<file path="config.mk">
export PLATFORM = sky130hd
export DESIGN_NAME = sd_spi
export DESIGN_NICKNAME = d
export VERILOG_FILES = /design/src/rtl/sd_spi.sv
export SDC_FILE = /design/constraint.sdc
export NUM_CORES = 1
export LEC_CHECK = 0
export CAP_MARGIN = 20
export CORE_MARGIN = 4
export CORE_UTILIZATION = 40
export CTS_CLUSTER_SIZE = 14
export DETAILED_ROUTE_END_ITERATION = 8
export SYNTH_ARGS = -nofsm -noshare
export SYNTH_HDL_FRONTEND = slang
export SYNTH_SLANG_ARGS = --single-unit
</file>
<file path="constraint.sdc">
create_clock -name clk -period 3.3 [get_ports clk]
set_clock_uncertainty 0.05 [all_clocks]
set_input_delay 0.99 -clock clk [delete_from_list [all_inputs] [get_ports clk]]
set_output_delay 0.99 -clock clk [all_outputs]
set_load 0.03 [all_outputs]
</file>
<file path="src/rtl/sd_spi.sv">
// SD-card SPI master (mode 0, MSB first): CPU writes bytes out, MISO bytes land in an RX FIFO.
// Latency: 16*(DIV+1) cycles per byte from leaving IDLE to the push; interrupt lags rx_cnt by 1 cycle.
// Backpressure: none on the bus; a write with a byte still pending or a push into a full FIFO is dropped and sets ovf.
module sd_spi #(
  parameter int DEPTH = 4,
  parameter int DIV_W = 8
) (
  input  logic       clk,
  input  logic       reset,
  input  logic [3:0] io_addr,
  input  logic       io_write,
  input  logic       io_read,
  input  logic [7:0] io_wdata,
  output logic [7:0] io_rdata,
  output logic       interrupt,
  output logic       sclk,
  output logic       mosi,
  input  logic       miso,
  output logic       cs_n
);
  localparam int AW = $clog2(DEPTH);
  localparam int CW = AW + 1;

  typedef enum logic [1:0] {IDLE, LO, HI} state_t;

  state_t           state_q, state_d;
  logic [DIV_W-1:0] div_q, div_d, cnt_q, cnt_d;
  logic [7:0]       hold_q, hold_d, shift_q, shift_d;
  logic [2:0]       bit_q, bit_d;
  logic             txv_q, txv_d, ovf_q, ovf_d, ien_q, ien_d, cs_q, cs_d;
  logic             sclk_q, sclk_d, mosi_q, mosi_d, int_q, int_d;

  logic [7:0]       mem_q [DEPTH];
  logic [7:0]       mem_d [DEPTH];
  logic [AW-1:0]    wr_ptr_q, wr_ptr_d, rd_ptr_q, rd_ptr_d;
  logic [CW-1:0]    rx_cnt_q, rx_cnt_d;

  logic wr_data, wr_stat, wr_div, rd_data;
  logic consume, push, push_ok, pop, fifo_empty, fifo_full, busy;
  logic [2:0] rx_cnt3;

  assign wr_data    = io_write && (io_addr == 4'd0);
  assign wr_stat    = io_write && (io_addr == 4'd1);
  assign wr_div     = io_write && (io_addr == 4'd2);
  assign rd_data    = io_read  && (io_addr == 4'd0);
  assign fifo_empty = (rx_cnt_q == '0);
  assign fifo_full  = (rx_cnt_q == CW'(DEPTH));
  assign pop        = rd_data && !fifo_empty;
  assign busy       = (state_q != IDLE);
  assign rx_cnt3    = 3'(rx_cnt_q);

  always_comb begin
    state_d = state_q;
    cnt_d   = cnt_q;
    bit_d   = bit_q;
    shift_d = shift_q;
    sclk_d  = sclk_q;
    mosi_d  = mosi_q;
    consume = 1'b0;
    push    = 1'b0;
    case (state_q)
      IDLE: begin
        sclk_d = 1'b0;
        if (txv_q) consume = 1'b1;
      end
      LO: begin
        if (cnt_q == '0) begin
          sclk_d  = 1'b1;
          shift_d = {shift_q[6:0], miso};
          cnt_d   = div_q;
          state_d = HI;
        end else begin
          cnt_d = cnt_q - 1'b1;
        end
      end
      HI: begin
        if (cnt_q == '0) begin
          sclk_d = 1'b0;
          if (bit_q == 3'd7) begin
            push = 1'b1;
            if (txv_q) consume = 1'b1;
            else       state_d = IDLE;
          end else begin
            bit_d   = bit_q + 3'd1;
            mosi_d  = shift_q[7];
            cnt_d   = div_q;
            state_d = LO;
          end
        end else begin
          cnt_d = cnt_q - 1'b1;
        end
      end
      default: state_d = IDLE;
    endcase
    // Loading from IDLE and the gapless reload at the end of HI share one path.
    if (consume) begin
      shift_d = hold_q;
      mosi_d  = hold_q[7];
      bit_d   = 3'd0;
      cnt_d   = div_q;
      state_d = LO;
    end

    hold_d = hold_q;
    txv_d  = txv_q & ~consume;
    ovf_d  = ovf_q;
    ien_d  = ien_q;
    cs_d   = cs_q;
    div_d  = div_q;
    if (wr_stat) begin
      ien_d = io_wdata[1];
      cs_d  = io_wdata[0];
      if (io_wdata[4]) ovf_d = 1'b0;
    end
    if (wr_div) div_d = DIV_W'(io_wdata);
    if (wr_data) begin
      if (txv_q && !consume) begin
        ovf_d = 1'b1;
      end else begin
        hold_d = io_wdata;
        txv_d  = 1'b1;
      end
    end
    if (push && fifo_full && !pop) ovf_d = 1'b1;
    int_d = ien_q && !fifo_empty;
  end

  // A full FIFO still accepts a push when the same cycle pops the head.
  always_comb begin
    mem_d    = mem_q;
    wr_ptr_d = wr_ptr_q;
    rd_ptr_d = rd_ptr_q;
    rx_cnt_d = rx_cnt_q;
    push_ok  = push && (!fifo_full || pop);
    if (push_ok) begin
      mem_d[wr_ptr_q] = shift_q;
      wr_ptr_d        = wr_ptr_q + 1'b1;
    end
    if (pop) rd_ptr_d = rd_ptr_q + 1'b1;
    if (push_ok && !pop)      rx_cnt_d = rx_cnt_q + 1'b1;
    else if (!push_ok && pop) rx_cnt_d = rx_cnt_q - 1'b1;
  end

  always_comb begin
    io_rdata = 8'h00;
    case (io_addr)
      4'd0:    io_rdata = fifo_empty ? 8'hFF : mem_q[rd_ptr_q];
      4'd1:    io_rdata = {rx_cnt3, ovf_q, busy, txv_q, ien_q, cs_q};
      4'd2:    io_rdata = 8'(div_q);
      default: io_rdata = 8'h00;
    endcase
  end

  always_ff @(posedge clk) begin
    if (!reset) begin
      state_q  <= IDLE;
      cnt_q    <= '0;
      bit_q    <= '0;
      shift_q  <= '0;
      hold_q   <= '0;
      txv_q    <= 1'b0;
      ovf_q    <= 1'b0;
      ien_q    <= 1'b0;
      cs_q     <= 1'b0;
      div_q    <= '1;
      sclk_q   <= 1'b0;
      mosi_q   <= 1'b1;
      int_q    <= 1'b0;
      mem_q    <= '{default: '0};
      wr_ptr_q <= '0;
      rd_ptr_q <= '0;
      rx_cnt_q <= '0;
    end else begin
      state_q  <= state_d;
      cnt_q    <= cnt_d;
      bit_q    <= bit_d;
      shift_q  <= shift_d;
      hold_q   <= hold_d;
      txv_q    <= txv_d;
      ovf_q    <= ovf_d;
      ien_q    <= ien_d;
      cs_q     <= cs_d;
      div_q    <= div_d;
      sclk_q   <= sclk_d;
      mosi_q   <= mosi_d;
      int_q    <= int_d;
      mem_q    <= mem_d;
      wr_ptr_q <= wr_ptr_d;
      rd_ptr_q <= rd_ptr_d;
      rx_cnt_q <= rx_cnt_d;
    end
  end

  assign sclk      = sclk_q;
  assign mosi      = mosi_q;
  assign cs_n      = ~cs_q;
  assign interrupt = int_q;

endmodule

</file>
* Word level (Yosys, flattened, before mapping) *
Index checks and enable logic that the tools add are counted.

cells by class
  add/sub/neg operators = 6
  multipliers = 0
  div/mod/pow operators = 0
  magnitude comparators = 3
  eq/ne operators = 15
  shifts and indexed selects = 0
  multiplexer cells = 45
  bitwise gates (word level) = 9
  reductions and logical operators = 39

operator list
  operator                                          number
  2-to-1 mux 8 bit                                  11
  bitwise mux 32 bit                                1
  case mux 8 bit (3 select lines)                   1
  2-to-1 mux 1 bit                                  20
  binary-select mux 8 bit (select 2 bit)            1
  demux 8 bit (select 2 bit)                        1
  case mux 8 bit (2 select lines)                   1
  logical AND 1 bit                                 13
  nonzero test 2 bit                                5
  inequality test 3 bit, second input constant      3
  AND reduction 3 bit                               3
  zero test 8 bit                                   1
  2-to-1 mux 2 bit                                  4
  inequality test 2 bit, second input constant      4
  inequality test 4 bit, second input constant      2
  AND reduction 4 bit                               2
  subtractor 8 x 1 -> 8 bit, second input constant  1
  adder 3 x 1 -> 3 bit, second input constant       2
  == test 3 bit, second input constant              2
  >= comparator 3 bit, second input constant        2
  2-to-1 mux 3 bit                                  2
  inverter 1 bit                                    6
  inverter 2 -> 3 bit                               2
  case mux 2 bit (3 select lines)                   1
  other kinds (18)                                  26

word-level totals
  register bits after elaboration = 83
  bits in latches = 0
  bits in writable memories = 0
  memory bits (read-only) = 0
  input port bits = 17
  output and inout bits = 12
  logic and storage cells = 138
  memories = 0

* Logic depth before layout (Yosys ltp) *
  depth in word-level cells = 9
  depth in mapped cells = 11
  depth with buffers taken out = 11

* Least setup slack after synthesis *
Ideal clock, no wire load.

  path type = input-to-output
  start point = input port io_addr[0]
  end point = output port io_rdata[3]
  data arrival time = 2.295 ns
  required time = 2.260 ns
  setup slack = -0.035 ns
  stages = 5
  buffers on the path = 2
  cell sequence = clkbuf_1 > nor2b_1 > clkbuf_1 > o21ai_0 > a21oi_1

between the ends
  cells in the longest elaborated chain, start to end = 2
  elaborated cells on any way between the ends = 4
  those cells by class = eq/ne: 2; mux: 1; reduce/logical: 1

ends and longest elaborated chain
  element                                               line  source
  from (decl)                                           10    input logic [3:0] io_addr,
  == test 4 x 2 -> 1 bit, or another cell as far along  146   case (io_addr)
  case mux 8 bit (3 select lines) *                     146
  to (decl)                                             14    output logic [7:0] io_rdata,

Every way passes the cells marked *; elsewhere a longest branch is shown, timed or not.

* Final worst setup path *
  start point = input port io_addr[3]
  end point = output port io_rdata[4]

The elaborated chain is that of the path after synthesis.

==> impl_metrics.yaml <==
synth:
  synth_top_area_share_pct: 38.80
  synth-edff-count: 0
  yosysWarnings: 0
  synth.yosys.seq_area_share_pct: 38.80
  synth_top_area_cell: "dfxtp_1"
  synth.most_common_cell: "dfxtp_1"
  avgSynthCellArea_um2: 9.036
  ys_ff_latch: 83
  synth_fp_nets: 500
  postSynth.asyncResetShare_pct: 0
  netlist_area_um2: 4283
  ys_types: 60
  synth_ff_type: "dfxtp_1"
  syn_inst: 474
  synthTopCellsByArea: "dfxtp_1 (39%), mux2i_1 (15%), nand2_1 (7.0%)"
  synthTopCellsByCount: "dfxtp_1 (83), nand2_1 (80), mux2i_1 (64)"
placed_design:
  dpl_cell_area_um2: 4718
  gp_congestion: 0.8378
  dp_hpwl_um: 7662
  io_buffers: 28
  dp_slack_ns: -0.1857
final_layout:
  fin_area_um2: 5031
  synthToLayoutAreaGrowth_pct: 17.47
  n_antenna_cell: 0
  drive_above_1_share_pct: 16.70
  fin_nets: 524
global_routing:
  grt_overflow: 0
  antenna_found_initial: 0
  grt.total_usage_pct: 17.35
  grt_max_degree: 82
  grt_pass1_vias: 3415
  grt_pass1_wl_um: 17570
clocking:
  clk_path_buf_depth: 2
  cts.clk_slew.worst_paths_ns: 0.08
  cts_root_buf: "clkbuf_8"
  clock_latency_ns: 0.35
  tritoncts: "yes"
  numCtsBuffers: 9
  cts.hold.buffers_added: 0
  h-tree-depth: 3
  cts.sinks: 83
floorplanning:
  die_x_um: 111.5
  row_count: 37
  die_h_um: 111.5
  die-area_um2: 12430
  ioPinCount: 29
  core_area_um2: 10370
  start_util_pct: 41.30
sta:
  finalCritPeriodShare_pct: 97.85
  tns_ns: 0
  worst_pin_slew_ns: 0.6802
  final_max_slew_viol_count: 0
  rsz0062_at_grt: "no"
  slew_headroom_pct: 54.55
  finalWorstSetupSlack_ns: 0.07092
  fmax_ghz: 0.3097
  hold_viol_final: 0
  min_period_ns: 3.229
  setup_viol: 0
drt:
  vias: 3480
  wl_um: 10510
  drc: 0
  drtPass1Iterations: 4
  post_drt_wl_per_cell_um: 16.44
  avgViaCountPerCell: 5.446
  postRouteAntennaNets: 0
  dr.first_iter.drc_count: 216
pwr:
  p_leak_nw: 2.199
  power.density_nw_per_um2: 400.3
  worst_ir_drop_vdd_mv: 0.2830
min_path:
  hold_end: "hold_q[0]$_SDFFE_PN0P_"
  worstHoldPathType: "register to register"
  hold_depth: 2
  min_from: "hold_q[0]$_SDFFE_PN0P_"
critical_path:
  setup.worst_path.start: "io_addr[3]"
  reg2reg_depth: 9
  worstSetupStartpointType: "primary input"
  r2r-start: "cnt_q[4]$_SDFFE_PN0P_"
  cp.required_ns: 2.26
  cp_max_fo: 8
  crit_top_cell: "buf_4"
  crit_path_cell_trace: "clkdlybuf4s50_1 -> buf_4 -> or2_4 -> a21oi_1 -> buf_4"
  arrival_ns: 2.19
  reg2reg_to: "rx_cnt3[2]$_SDFFE_PN0P_"
  slowest_delay_ns: 0.43
  cp-end-kind: "output port"
  crit_type: "primary input to output port"
  timing.reg2reg.setup_slack_ns: 0.60
  cp_slowest_cell: "clkdlybuf4s50_1"
outcome:
  status: "complete, no violations"
flow_run:
  cap_violations: 0
layout make-up:
class | instances | area, um^2
Fill cell | 1001 | 5339
Multi-Input combinational cell | 340 | 2492
Sequential cell | 83 | 1662
Timing Repair Buffer | 46 | 430.4
Tap cell | 136 | 170.2
Clock buffer | 9 | 123.9
Clock inverter | 7 | 85.08
Inverter | 18 | 67.56
stage by stage:
step	hold slack, ns	power, mW	util [%]	std cells
4_1_cts	0.4148	2.040	47.85	639
3_5_place_dp	0.4017	1.257	45.50	623
6_report	0.4112	2.014	48.52	639
5_1_grt	0.4368	2.114	48.52	639
3_3_place_gp	0.3920	1.255	45.50	623
2_1_floorplan	0.3847	1.186	-	474
layout by cell type, fill, tap and decap left out, types with 6 or more instances in the layout:
cell type,n
nand2_1,80
clkbuf_8,9
o21ai_0,11
nor2_1,17
dfxtp_1,83
mux2i_1,64
buf_4,20
o31ai_1,9
inv_1,18
nand3_1,10
o21ai_1,6
ha_1,8
mux4_2,8
clkdlybuf4s50_1,17
a21oi_1,31
a21oi_2,9
worst max-delay path: cells and delay by family:
family                 cells  cell delay (ns)
buffers and inverters      3             0.76
AND/OR/NAND/NOR            1             0.29
AO/OA/AOI/OAI              1             0.14
per-layer routing:
metal	wire length, um	up-vias	global-route usage, %
li1	-	1740	-
met1	4815	1676	23.24
met2	5219	52	28.31
met3	311	12	3.750
met4	160	0	4.947
met5	0	-	0
report_power, final:
part           switching [mW]  leakage (nW)  internal [mW]
sequential             0.0124         0.669           1.01
clock                   0.404        0.0999          0.364
combinational           0.126          1.43         0.0966
cell families after synthesis:
| group | synth area share, % |
|---|---|
| compound gates | 14.52 |
| xor+xnor | 1.022 |
| fa+ha+maj | 2.805 |
| buf+inv | 4.879 |
| flops | 38.80 |
| mux | 19.43 |
| simple gates | 18.55 |
worst max-delay path by stage:
| stage | to | cells after the start |
|---|---|---|
| floorplan | io_rdata[4] | 5 |
| CTS | io_rdata[3] | 7 |
| global placement | rx_cnt3[2]$_SDFFE_PN0P_ | 10 |
| finish | io_rdata[4] | 5 |
| global route | io_rdata[4] | 5 |
| detailed placement | rx_cnt3[2]$_SDFFE_PN0P_ | 10 |
timing repair:
action	CTS	global route
buffers inserted	0	0
endpoints found under the hold margin	0	0
pin swaps	6	5
setup endpoints to repair	8	9
resized for setup	18	17
state kept, by name (all words and copies together) (netlist names), 2 cells and up:
signal / flops
mem_q: 32
cnt_q: 8
div_q: 8
hold_q: 8
shift_q: 8
bit_q: 3
rx_cnt3: 3
rd_ptr_q: 2
state_q: 2
wr_ptr_q: 2
Power figures use the tool's default switching activity.
